**src/rtl/uart_pkg.sv**
```systemverilog
// Shared UART constants, FSM encoding and parity helper.
// Used by uart_rx and the companion uarttx transmitter.
package uart_pkg;

    localparam int UART_OVERSAMPLE  = 16;
    localparam int UART_DATA_BITS   = 8;
    localparam int UART_SAMPLE_TICK = 7;

    localparam logic [3:0] UART_TICK_LAST = 4'(UART_OVERSAMPLE - 1);
    localparam logic [2:0] UART_IDX_LAST  = 3'(UART_DATA_BITS - 1);

    localparam int UART_PARITY_EVEN = 0;
    localparam int UART_PARITY_ODD  = 1;

    typedef enum logic [2:0] {
        ST_IDLE,
        ST_START,
        ST_DATA,
        ST_PARITY,
        ST_STOP
    } uart_state_e;

    function automatic logic uart_parity(
        input logic [7:0] d,
        input logic       odd
    );
        return (^d) ^ odd;
    endfunction

endpackage

```
**src/rtl/uart_rx_sync.sv**
```systemverilog
// Two-flop synchronizer for the rx line plus previous-value register
// for falling-edge detection. All flops reset to the idle level (1).
module uart_rx_sync (
    input  logic clk,
    input  logic rst_n,
    input  logic rx_i,
    output logic rx_s_o,
    output logic fall_o
);

    logic meta_q;
    logic sync_q;
    logic prev_q;

    always_ff @(posedge clk or negedge rst_n) begin
        if (!rst_n) begin
            meta_q <= 1'b1;
            sync_q <= 1'b1;
            prev_q <= 1'b1;
        end else begin
            meta_q <= rx_i;
            sync_q <= meta_q;
            prev_q <= sync_q;
        end
    end

    assign rx_s_o = sync_q;
    assign fall_o = prev_q & ~sync_q;

endmodule

```
**src/rtl/uart_rx.sv**
```systemverilog
// 16x oversampled UART receiver: 8 data bits LSB first, parity, stop.
// Define UART_RX_MAJORITY_EN for 2-of-3 voting at ticks 6/7/8.
module uart_rx
    import uart_pkg::*;
#(
    parameter int PARITY_MODE = UART_PARITY_EVEN
) (
    input  logic       clk,
    input  logic       rst_n,
    input  logic       rx,
    output logic [7:0] dataout,
    output logic       rdsig,
    output logic       dataerror,
    output logic       frameerror,
    output logic       busy
);

    logic rx_s;
    logic fall;

    uart_rx_sync u_sync (
        .clk    (clk),
        .rst_n  (rst_n),
        .rx_i   (rx),
        .rx_s_o (rx_s),
        .fall_o (fall)
    );

    uart_state_e state_q;
    logic [3:0]  tick_q;
    logic [2:0]  idx_q;
    logic [7:0]  shift_q;
    logic        par_q;
    logic [7:0]  dataout_q;
    logic        rdsig_q;
    logic        dataerror_q;
    logic        frameerror_q;
    logic        busy_q;

    logic       bit_val;
    logic       sample_pt;
    logic       tick_last;
    logic [3:0] decide_tick;

`ifdef UART_RX_MAJORITY_EN
    logic [1:0] hist_q;

    assign decide_tick = 4'(UART_SAMPLE_TICK + 1);

    // hist_q[0] holds tick 6, hist_q[1] tick 7; vote completes at tick 8
    always_ff @(posedge clk or negedge rst_n) begin
        if (!rst_n) begin
            hist_q <= 2'b11;
        end else begin
            if (tick_q == decide_tick - 4'd2) hist_q[0] <= rx_s;
            if (tick_q == decide_tick - 4'd1) hist_q[1] <= rx_s;
        end
    end

    assign bit_val = (hist_q[0] & hist_q[1])
                   | (hist_q[0] & rx_s)
                   | (hist_q[1] & rx_s);
`else
    assign decide_tick = 4'(UART_SAMPLE_TICK);
    assign bit_val     = rx_s;
`endif

    assign sample_pt = (tick_q == decide_tick);
    assign tick_last = (tick_q == UART_TICK_LAST);

    always_ff @(posedge clk or negedge rst_n) begin
        if (!rst_n) begin
            state_q      <= ST_IDLE;
            tick_q       <= 4'd0;
            idx_q        <= 3'd0;
            shift_q      <= 8'h00;
            par_q        <= 1'b0;
            dataout_q    <= 8'h00;
            rdsig_q      <= 1'b0;
            dataerror_q  <= 1'b0;
            frameerror_q <= 1'b0;
            busy_q       <= 1'b0;
        end else begin
            rdsig_q <= 1'b0;
            if (state_q != ST_IDLE) tick_q <= tick_q + 4'd1;

            unique case (state_q)
                ST_IDLE: begin
                    if (fall) begin
                        state_q <= ST_START;
                        tick_q  <= 4'd0;
                        busy_q  <= 1'b1;
                    end
                end
                ST_START: begin
                    if (sample_pt && bit_val) begin
                        state_q <= ST_IDLE;
                        tick_q  <= 4'd0;
                        busy_q  <= 1'b0;
                    end else if (tick_last) begin
                        state_q <= ST_DATA;
                        idx_q   <= 3'd0;
                    end
                end
                ST_DATA: begin
                    if (sample_pt) shift_q[idx_q] <= bit_val;
                    if (tick_last) begin
                        idx_q <= idx_q + 3'd1;
                        if (idx_q == UART_IDX_LAST) state_q <= ST_PARITY;
                    end
                end
                ST_PARITY: begin
                    if (sample_pt) par_q <= bit_val;
                    if (tick_last) state_q <= ST_STOP;
                end
                ST_STOP: begin
                    // finish at the sample point so back-to-back starts are seen
                    if (sample_pt) begin
                        dataout_q    <= shift_q;
                        dataerror_q  <= par_q !=
                            uart_parity(shift_q, 1'(PARITY_MODE));
                        frameerror_q <= ~bit_val;
                        rdsig_q      <= 1'b1;
                        state_q      <= ST_IDLE;
                        tick_q       <= 4'd0;
                        busy_q       <= 1'b0;
                    end
                end
                default: begin
                    state_q <= ST_IDLE;
                    tick_q  <= 4'd0;
                    busy_q  <= 1'b0;
                end
            endcase
        end
    end

    assign dataout    = dataout_q;
    assign rdsig      = rdsig_q;
    assign dataerror  = dataerror_q;
    assign frameerror = frameerror_q;
    assign busy       = busy_q;

endmodule

```
**config.mk**
```make
export PLATFORM = sky130hd
export DESIGN_NAME = uart_rx
export DESIGN_NICKNAME = d
export VERILOG_FILES = /design/src/rtl/uart_pkg.sv /design/src/rtl/uart_rx_sync.sv /design/src/rtl/uart_rx.sv
export SDC_FILE = /design/constraint.sdc
export NUM_CORES = 1
export LEC_CHECK = 0
export ABC_AREA = 1
export BUFFER_PORTS_ARGS = -buffer_cell sky130_fd_sc_hd__buf_2
export CAP_MARGIN = 10
export CORE_MARGIN = 8
export CORE_UTILIZATION = 35
export CTS_CLUSTER_SIZE = 14
export DETAILED_ROUTE_END_ITERATION = 10
export SETUP_SLACK_MARGIN = 0.05
export SYNTH_ARGS = -nofsm -noshare
export SYNTH_HDL_FRONTEND = slang
export SYNTH_HIERARCHICAL = 1
export SYNTH_SLANG_ARGS = --single-unit
```
**constraint.sdc**
```tcl
create_clock -name clk -period 2.7 [get_ports clk]
set_input_delay 0 -clock clk [delete_from_list [all_inputs] [get_ports clk]]
set_output_delay 0 -clock clk [all_outputs]
set_load 0.02 [all_outputs]
```
## Word level (Yosys, flattened, before mapping)

Index checks and enable logic that the tools add are counted.
W data, S select, Z words.

| storage, ports and cells | value |
|---|---|
| register bits after elaboration | 34 |
| output and inout port bits | 12 |
| bits of input ports | 3 |
| word-level logic and storage cells | 76 |

| operators by class | value |
|---|---|
| eq/ne operators | 17 |
| bitwise gates (word level) | 3 |
| $lt $le $gt $ge | 2 |
| muxes and demuxes | 26 |
| add/subtract/negate cells | 2 |
| reduce and logical (&&, ||, !) cells | 13 |

Operator list:

| operator | number |
|---|---|
| $mux W3 | 10 |
| $mux W4 | 4 |
| $ne A2 B2 Y1 const B | 8 |
| $pmux W4 S4 | 1 |
| $pmux W3 S5 | 1 |
| $bwmux W8 | 1 |
| $reduce_and A4 Y1 | 2 |
| $reduce_xor A8 Y1 | 1 |
| $eq A3 B2 Y1 const B | 2 |
| $eq A3 B3 Y1 const B | 2 |
| $mux W1 | 6 |
| $pmux W3 S2 | 1 |
| $reduce_and A2 Y1 | 3 |
| $reduce_and A6 Y1 | 1 |
| $add A4 B1 Y4 const B | 1 |
| $eq A4 B3 Y1 const B | 1 |
| $eq A4 B4 Y1 const B | 1 |
| $lt A3 B4 Y1 const B | 1 |
| $pmux W1 S4 | 1 |
| $add A3 B1 Y3 const B | 1 |
| $demux W1 S3 | 1 |
| $eq A3 B1 Y1 const B | 1 |
| $ge A3 B1 Y1 const B | 1 |
| $logic_not A3 Y1 | 1 |
| 8 further kinds | 10 |

## Longest topological paths before layout

Gate-level depths: netlist of the first run.

| depth | value |
|---|---|
| depth after elaboration | 5 |
| mapped depth | 10 |
| mapped depth without buffers | 10 |

## Hierarchy

Netlist of the first run, hierarchy kept.

By module, submodules not included:

| module | area each (µm²) | seq. area each (µm²) | cells an instance | times used |
|---|---|---|---|---|
| uart_rx | 1617.8 | 775.7 | 201 | 1 |
| uart_rx_sync | 88.8 | 78.8 | 5 | 1 |

## Worst setup path after synthesis of the first run

Ideal clock, no wire load.

| timing | value |
|---|---|
| kind | register to register |
| from | register tick_q[0] |
| to | register dataerror_q (netlist: dataerror) |
| data arrival time | 1.252 ns |
| data required time | 2.583 ns |
| clock period less this slack | 1.370 ns |
| buffers on the path | 1 |
| path slack | 1.330 ns |
| stages on the path, launching flop included | 10 |
| setup time | 0.117 ns |
| path through | dfrtp_1 ha_1 nand2_2 nor2_4 inv_2 nor2_4 inv_4 buf_8 nand2_1 nand2_1 |

| on the way | value |
|---|---|
| cells in the longest elaborated chain, start to end | 2 |

Ends and longest elaborated chain:

| what | RTL line | RTL |
|---|---|---|
| start, declared | uart_rx.sv:30 | `logic [3:0] tick_q;` |
| start signal, assigned | uart_rx.sv:85 | `if (state_q != ST_IDLE) tick_q <= tick_q + 4'd1;` |
| $eq A4 B3 Y1 | uart_rx.sv:68 | `assign sample_pt = (tick_q == decide_tick);` |
| $reduce_and A2 Y1 (no source line) | -- |  |
| end signal, assigned | uart_rx.sv:120 | `dataerror_q <= par_q !=` |
| end, declared | uart_rx.sv:36 | `logic dataerror_q;` |

No other way between the ends.
A chain may end at the register's enable or synchronous reset.

## Worst setup path in the final report of the first run

| timing | value |
|---|---|
| from | register tick_q[0] |
| to | register state_q[1] |

| on the way | value |
|---|---|
| cells in the longest elaborated chain, start to end | 4 |
| elaborated cells on any way between the ends | 10 |
| those cells by class | eq/ne (6); mux (2); reduce/logical (2) |

Ends and longest elaborated chain:

| what | RTL line | RTL |
|---|---|---|
| $eq A4 B3 Y1 | uart_rx.sv:68 |  |
| $logic_and A1 B1 Y1 | uart_rx.sv:96 | `if (sample_pt && bit_val) begin` |
| $ne A3 B3 Y1 (no source line) / $mux W3 (equally long branches) | -- |  |
| $reduce_and A6 Y1 (no source line) / $pmux W3 S5 (equally long branches) | -- |  |
| end signal, assigned | uart_rx.sv:73 | `state_q <= ST_IDLE;` |
| end signal, assigned | uart_rx.sv:97 | `state_q <= ST_IDLE;` |
| end signal, assigned | uart_rx.sv:101 | `state_q <= ST_DATA;` |
| end, declared | uart_rx.sv:29 | `uart_state_e state_q;` |

Several ways; a longest one is shown, not always the timed one.

==> qor.csv, run 1 <==
metric,value,unit
count of state elements after synthesis,34,
Crit-path slowest cell,dfrtp_1,
clk_skew,0.00812,ns
cell mode on critical path,nor2_1,
largest net degree at the start of global routing,35,
die area,0.00737,mm2
Final Hold Fails,0,
Root Buffer,clkbuf_8,
Slew HR,0.506,
post-route ant nets,0,
# diodes,0,
combinational share of power,0.308,
Clk pwr share,0.241,
row count,25,
layout cells sized above 1,0.205,
Finish-stage setup viols,0,
synthesized area,0.00171,mm2
Die Y,85.8,um
pin slew with the least headroom to its limit,0.741,ns
DR vias,1295,
number of remaining DRC errors,0,
iteration-0 DRC count of the detailed router,44,
Synth warnings,6,
Top Family by Delay on Critical Path,simple AND/OR/NAND/NOR gates,
gr usage total,0.0929,
reg2reg path depth,7,
I/O pins,15,
first-pass GRT wire length,5.43,mm
Reg power frac,0.451,
flop2flop setup slack,1.22,ns
Tmin final,1.48,ns
total congestion overflow,0,
RSZ-0062 raised after global routing,no,
Int Pwr,0.999,mW
CP required,2.87,ns
crit share post-route,0.550,
Post-Syn Instances,206,
count of cell types in the netlist,25,
initial antenna violation count,0,
vias in the first global route,1264,
DR WL/cell,10.1,um
Setup crit end kind,flip-flop,
"Power, Total",1.60,mW
Cell Pwr Density,816,mW/mm2
fin cells,296,
outcome,"finished, final reports clean",
Psw,0.601,mW
Peak VDD IR,0.000266,V
setup TNS,0,ns
Slew Limit Fails,0,
initial core utilization,0.361,
average cell area after synthesis,8.28,um2
placed instance count,286,
Vias/cell,4.38,
Clock Tree Buf Depth,2,
area grow syn2layout,14.9,%
CTS H-tree lvls,2,
CP max stage delay,0.41,ns
Leakage,1.00,nW
clock sinks,34,
sequential fraction of the synthesis area,0.501,
core area,0.00472,mm2
Worst setup SP type,flip-flop,
reg-to-reg startpoint,tick_q[0],
Detailed Route WL,2.99,mm
Min Hold Slack,0.308,ns
RD Place Congestion,0.794,
"Clk pin slew, worst setup/hold paths",0.07,ns
Critical path buffers and inverters,0,
Reg-to-Reg End,state_q[1],
Worst Hold Class,input pin to asynchronous set/reset pin,
DR pass1 iterations,6,
CTS tree,yes,
total of max-cap violations,0,
CP Cell Sequence,ha_1 -> nand2_2 -> nor2_4 -> nor2_1 -> nor2_1 -> nand4_1 -> nand2_1,
Synthesized Nets,212,
CTS Buf Count,5,
die width,85.8,um
Max Clk Rate,674,MHz
final net count,234,
Crit Path Category,flip-flop to flip-flop,
post-DP HPWL,2.21,mm
Port Buffer Count,14,
"Max FO, Critical Path",5,
WP data arrival,1.65,ns
"Clk Latency, worst-skew pair",0.28,ns
Switching Fraction,0.376,
-- cell families after synthesis --
family,synth area share
AND/OR/NAND/NOR,0.289
flip-flops,0.501
buffers and inverters,0.0718
AO/OA/AOI/OAI,0.0902
XOR/XNOR,0.0205
adder cells (fa/ha/maj),0.0220
multiplexers,0.00587
-- layout make-up --
type | count | area [um2]
well taps | 67 | 83.8
clock buffers | 6 | 82.6
inverters | 28 | 108
flip-flops and latches | 34 | 855
multi-input cells | 143 | 729
fillers | 490 | 2760
repair buffers | 16 | 90.1
clock inverters | 2 | 12.5
-- cells in the mapped netlist --
| master | number | area, um2 |
|---|---|---|
| nand2_1 | 70 | 263 |
| dfrtp_1 | 31 | 776 |
| inv_1 | 26 | 97.6 |
| o21ai_0 | 13 | 65.1 |
| nand3_1 | 12 | 60.1 |
| nor2_1 | 9 | 33.8 |
| o21ai_2 | 7 | 61.3 |
| nand2_2 | 5 | 31.3 |
| nand4_1 | 4 | 25.0 |
| nor2_4 | 4 | 45.0 |
| dfstp_2 | 3 | 78.8 |
| ha_1 | 3 | 37.5 |
| nor2_2 | 3 | 18.8 |
| xor2_1 | 3 | 26.3 |
| a21oi_1 | 2 | 10.0 |
| nor3_1 | 2 | 10.0 |
| a31oi_1 | 1 | 6.26 |
| buf_8 | 1 | 15.0 |
| inv_2 | 1 | 3.75 |
| inv_4 | 1 | 6.26 |
| mux2i_1 | 1 | 10.0 |
| o21ai_1 | 1 | 5.00 |
| o22ai_1 | 1 | 6.26 |
| or2_2 | 1 | 6.26 |
| xnor2_1 | 1 | 8.76 |
-- worst max-delay path by stage --
stage               from         end  slack, ns  cells after the start
4_1_cts        tick_q[0]        busy       1.21                     10
6_report       tick_q[0]  state_q[1]       1.22                      7
3_5_place_dp   tick_q[0]        busy       1.22                     10
5_1_grt        tick_q[0]  state_q[1]       1.05                      7
3_3_place_gp   tick_q[0]        busy       1.23                     10
2_1_floorplan  tick_q[0]   dataerror       1.33                      9
-- state kept, by name, summed over array words and instances, names as in the netlist --
| register | flops |
|---|---|
| busy | 1 |
| dataerror | 1 |
| dataout | 8 |
| frameerror | 1 |
| idx_q | 3 |
| par_q | 1 |
| rdsig | 1 |
| shift_q | 8 |
| state_q | 3 |
| tick_q | 4 |
| u_sync/meta_q | 1 |
| u_sync/prev_q | 1 |
| u_sync/rx_s_o | 1 |
-- cell usage in the layout (no fill, tap or decap), drive strengths merged --
cell type     n
nand2        75
dfrtp        31
inv          28
o21ai        21
nor2         16
buf          14
nand3        12
clkbuf        6
nand4         4
xor2          3
ha            3
dfstp         3
nor3          2
a21oi         2
dlygate4sd3   2
or2           1
xnor2         1
o22ai         1
mux2i         1
a31oi         1
clkinv        1
clkinvlp      1
-- worst register-to-register path, stage by stage, from the launching register on --
cell and delay, ns:
dfrtp_1 0.41, ha_1 0.23, nand2_2 0.12, nor2_4 0.06, nor2_1 0.28, nor2_1 0.13, nand4_1 0.09, nand2_1 0.05
-- power groups by stage --
| stage | clock, mW | combinational, mW | sequential, mW |
|---|---|---|---|
| 2_1_floorplan | 0 | 0.391 | 0.717 |
| 5_1_grt | 0.425 | 0.575 | 0.740 |
| 4_1_cts | 0.400 | 0.500 | 0.721 |
| 6_report | 0.386 | 0.493 | 0.721 |
| 3_5_place_dp | 0 | 0.493 | 0.728 |
| 3_3_place_gp | 0 | 0.482 | 0.727 |
-- metal layers --
metal  track usage  wire length [um]  vias to the layer above
li1              -                 -                      699
met1         0.109              1440                      569
met2         0.144              1370                       22
met3        0.0334               121                        5
met4        0.0525                67                        0
met5             0                 0                        -
-- per-stage QoR --
stage,cell area [um2],worst slack (ns),utilization
final,1960,1.22,0.415
after global routing,1960,1.05,0.415
after CTS,1960,1.21,0.415
after detailed placement,1850,1.22,0.391
after global placement,1850,1.23,0.391
after floorplan,1710,1.33,-
-- timing repair --
item                                   CTS  global route
endpoints found under the hold margin   32             0
hold buffers                             2             0
gates resized for setup                  0             0
setup buffers                            0             0
(Power assumes the default switching activity.)
==> run 2, diff against run 1 <==
- ABC_AREA: 1 -> 0
- clock period: 2.7 -> 1.4 ns (I/O delays scaled with it)
==> run 2 against run 1 <==
Net effect: via count is 12% lower; area after synthesis is 6.5% lower; largest power group unchanged; critical path type unchanged; combinational power is 130% higher; the run now ends with negative setup slack left.
==> qor.csv, run 2 <==
metric,value,unit
outcome,"finished, violations left",
failing checks,negative setup slack,
RD Place Congestion,0.762,
gr usage total,0.0951,
area grow syn2layout,32.6,%
DR pass1 iterations,4,
"Design Area, Final",0.00212,mm2
iteration-0 DRC count of the detailed router,46,
"most common cell after layout, fill and taps aside",dfrtp_1,
pin slew with the least headroom to its limit,0.424,ns
CP Cell Sequence,or3b_4 -> nor3_4 -> nand3b_1 -> mux2_2,
Reg area,855,um2
first-pass GRT wire length,5.49,mm
largest area contributor in the netlist,dfrtp_1,
DR WL/cell,14.1,um
number of remaining DRC errors,0,
Final Hold Fails,0,
clock sinks,34,
top-area cell type share of the netlist area,0.486,
ys async rst share,1.00,
"Power, Total",3.12,mW
ys flop type,dfrtp_1,
Synthesized Nets,142,
placed inst area,0.00190,mm2
sequential fraction of the synthesis area,0.536,
clk_skew,0.00868,ns
layout cells sized above 1,0.460,
CP max stage delay,0.42,ns
"EDFF count, synth",0,
crit share post-route,1.08,
Leakage,1.05,nW
WP data arrival,1.69,ns
Die Y,83.5,um
Synth warnings,6,
DR vias,1144,
RSZ-0062 raised after global routing,yes,
largest net degree at the start of global routing,35,
"Clk pin slew, worst setup/hold paths",0.07,ns
vias in the first global route,1214,
final net count,179,
Crit-path slowest cell,or3b_4,
die width,83.5,um
count of state elements after synthesis,34,
Root Buffer,clkbuf_8,
Peak VDD IR,0.000755,V
initial antenna violation count,0,
most frequent cells in the layout,"dfrtp_1, buf_4, buf_2",
"Clk Latency, worst-skew pair",0.29,ns
total congestion overflow,0,
Top Family by Delay on Critical Path,simple AND/OR/NAND/NOR gates,
CTS tree,yes,
post-DP HPWL,2.23,mm
row count,24,
Port Buffer Count,14,
Multi-input gate area,816,um2
average cell area after synthesis,11.7,um2
FILL cells,389,
most common cell in the netlist,dfrtp_1,
die area,0.00697,mm2
Tmin final,1.52,ns
count of cell types in the netlist,36,
total of max-cap violations,0,
Worst setup SP type,flip-flop,
synthesized area,0.00160,mm2
post-route ant nets,0,
initial core utilization,0.364,
core area,0.00438,mm2
Finish-stage setup viols,21,
Cell Pwr Density,1470,mW/mm2
CTS Buf Count,5,
I/O pins,15,
Setup crit end kind,flip-flop,
Slew Limit Fails,0,
Worst Hold Class,input pin to asynchronous set/reset pin,
Post-Syn Instances,136,
Max Clk Rate,659,MHz
# diodes,0,
CP required,1.57,ns
"Max FO, Critical Path",4,
final worst slack,-0.118,ns
Detailed Route WL,3.19,mm
Vias/cell,5.06,
Crit Path Category,flip-flop to flip-flop,
Slew HR,0.717,
CTS H-tree lvls,2,
Clock Tree Buf Depth,2,
Critical path buffers and inverters,0,
Synth area leaders,"dfrtp_1, mux2_2, dfstp_2",
Synth top cells by count,"dfrtp_1, mux2_2, nand2_1",
## run 2: cell count changes after synthesis, moves of 5 or more
cell	change
mux2_2	+17
nand3_1	-8
o21ai_0	-5
inv_1	-20
nand2_1	-58
nand2_2	-5
o21ai_2	-7
## run 2: where the power goes
group	leakage, nW	internal (mW)	switching [mW]	total [mW]
clock network	0.0472	0.395	0.360	0.755
registers	0.450	1.11	0.105	1.21
logic	0.549	0.595	0.554	1.15
total	1.05	2.10	1.02	3.12
## run 2: layout make-up
type | instances | area share
tap | 52 | 0.0308
multi-input combinational | 89 | 0.386
clock buffer | 6 | 0.0390
timing repair buffer | 37 | 0.124
inverter | 6 | 0.0106
clock inverter | 2 | 0.00591
sequential | 34 | 0.404
## run 2: what timing repair did
item / in CTS / in global routing
setup buffers: 1 / 2
hold buffers: 2 / 0
hold endpoints to repair: 32 / 0
gates resized for setup: 17 / 6
pin swaps: 13 / 8
endpoints found under the setup margin: 27 / 28
## run 2: logic make-up after synthesis
kind of cell,share of synthesized area
flip-flops,0.536
XOR/XNOR,0.0580
adder cells (fa/ha/maj),0.0235
buffers and inverters,0.0329
AND/OR/NAND/NOR,0.142
multiplexers,0.133
AO/OA/AOI/OAI,0.0753
## run 2: final timing paths
kind,start,end,slack (ns),cells after the start
setup / recovery,state_q[0],shift_q[1],-0.12,4
hold / removal,rst_n,dataout[3],0.26,3
setup reg to reg,state_q[0],shift_q[1],-0.12,4
hold reg to reg,u_sync/meta_q,u_sync/rx_s_o,0.36,0
max in group asynchronous,rst_n,u_sync/prev_q,0.80,3
min in group clk,rx,u_sync/meta_q,0.36,2
## run 2: routing by layer
layer / track usage / wire (um)
met1: 0.102 / 1320
met2: 0.156 / 1630
met3: 0.0410 / 164
met5: 0 / 0
met4: 0.0471 / 72
## run 2: through the flow
step / std cells / TNS (ns) / worst slack [ns] / util / hold slack [ns]
finish: 226 / -1.10 / -0.118 / 0.483 / 0.263
CTS: 224 / -1.17 / -0.109 / 0.473 / 0.278
floorplan: 136 / -1.88 / -0.223 / - / -0.296
global route: 226 / -2.99 / -0.209 / 0.483 / 0.297
global placement: 213 / -0.741 / -0.0809 / 0.432 / 0.0478
detailed placement: 213 / -1.48 / -0.125 / 0.432 / 0.0519
## run 2: tightest hold or removal path: stages
cell           delay [ns]
dlygate4sd3_1        0.52
buf_2                0.09
buf_4                0.37
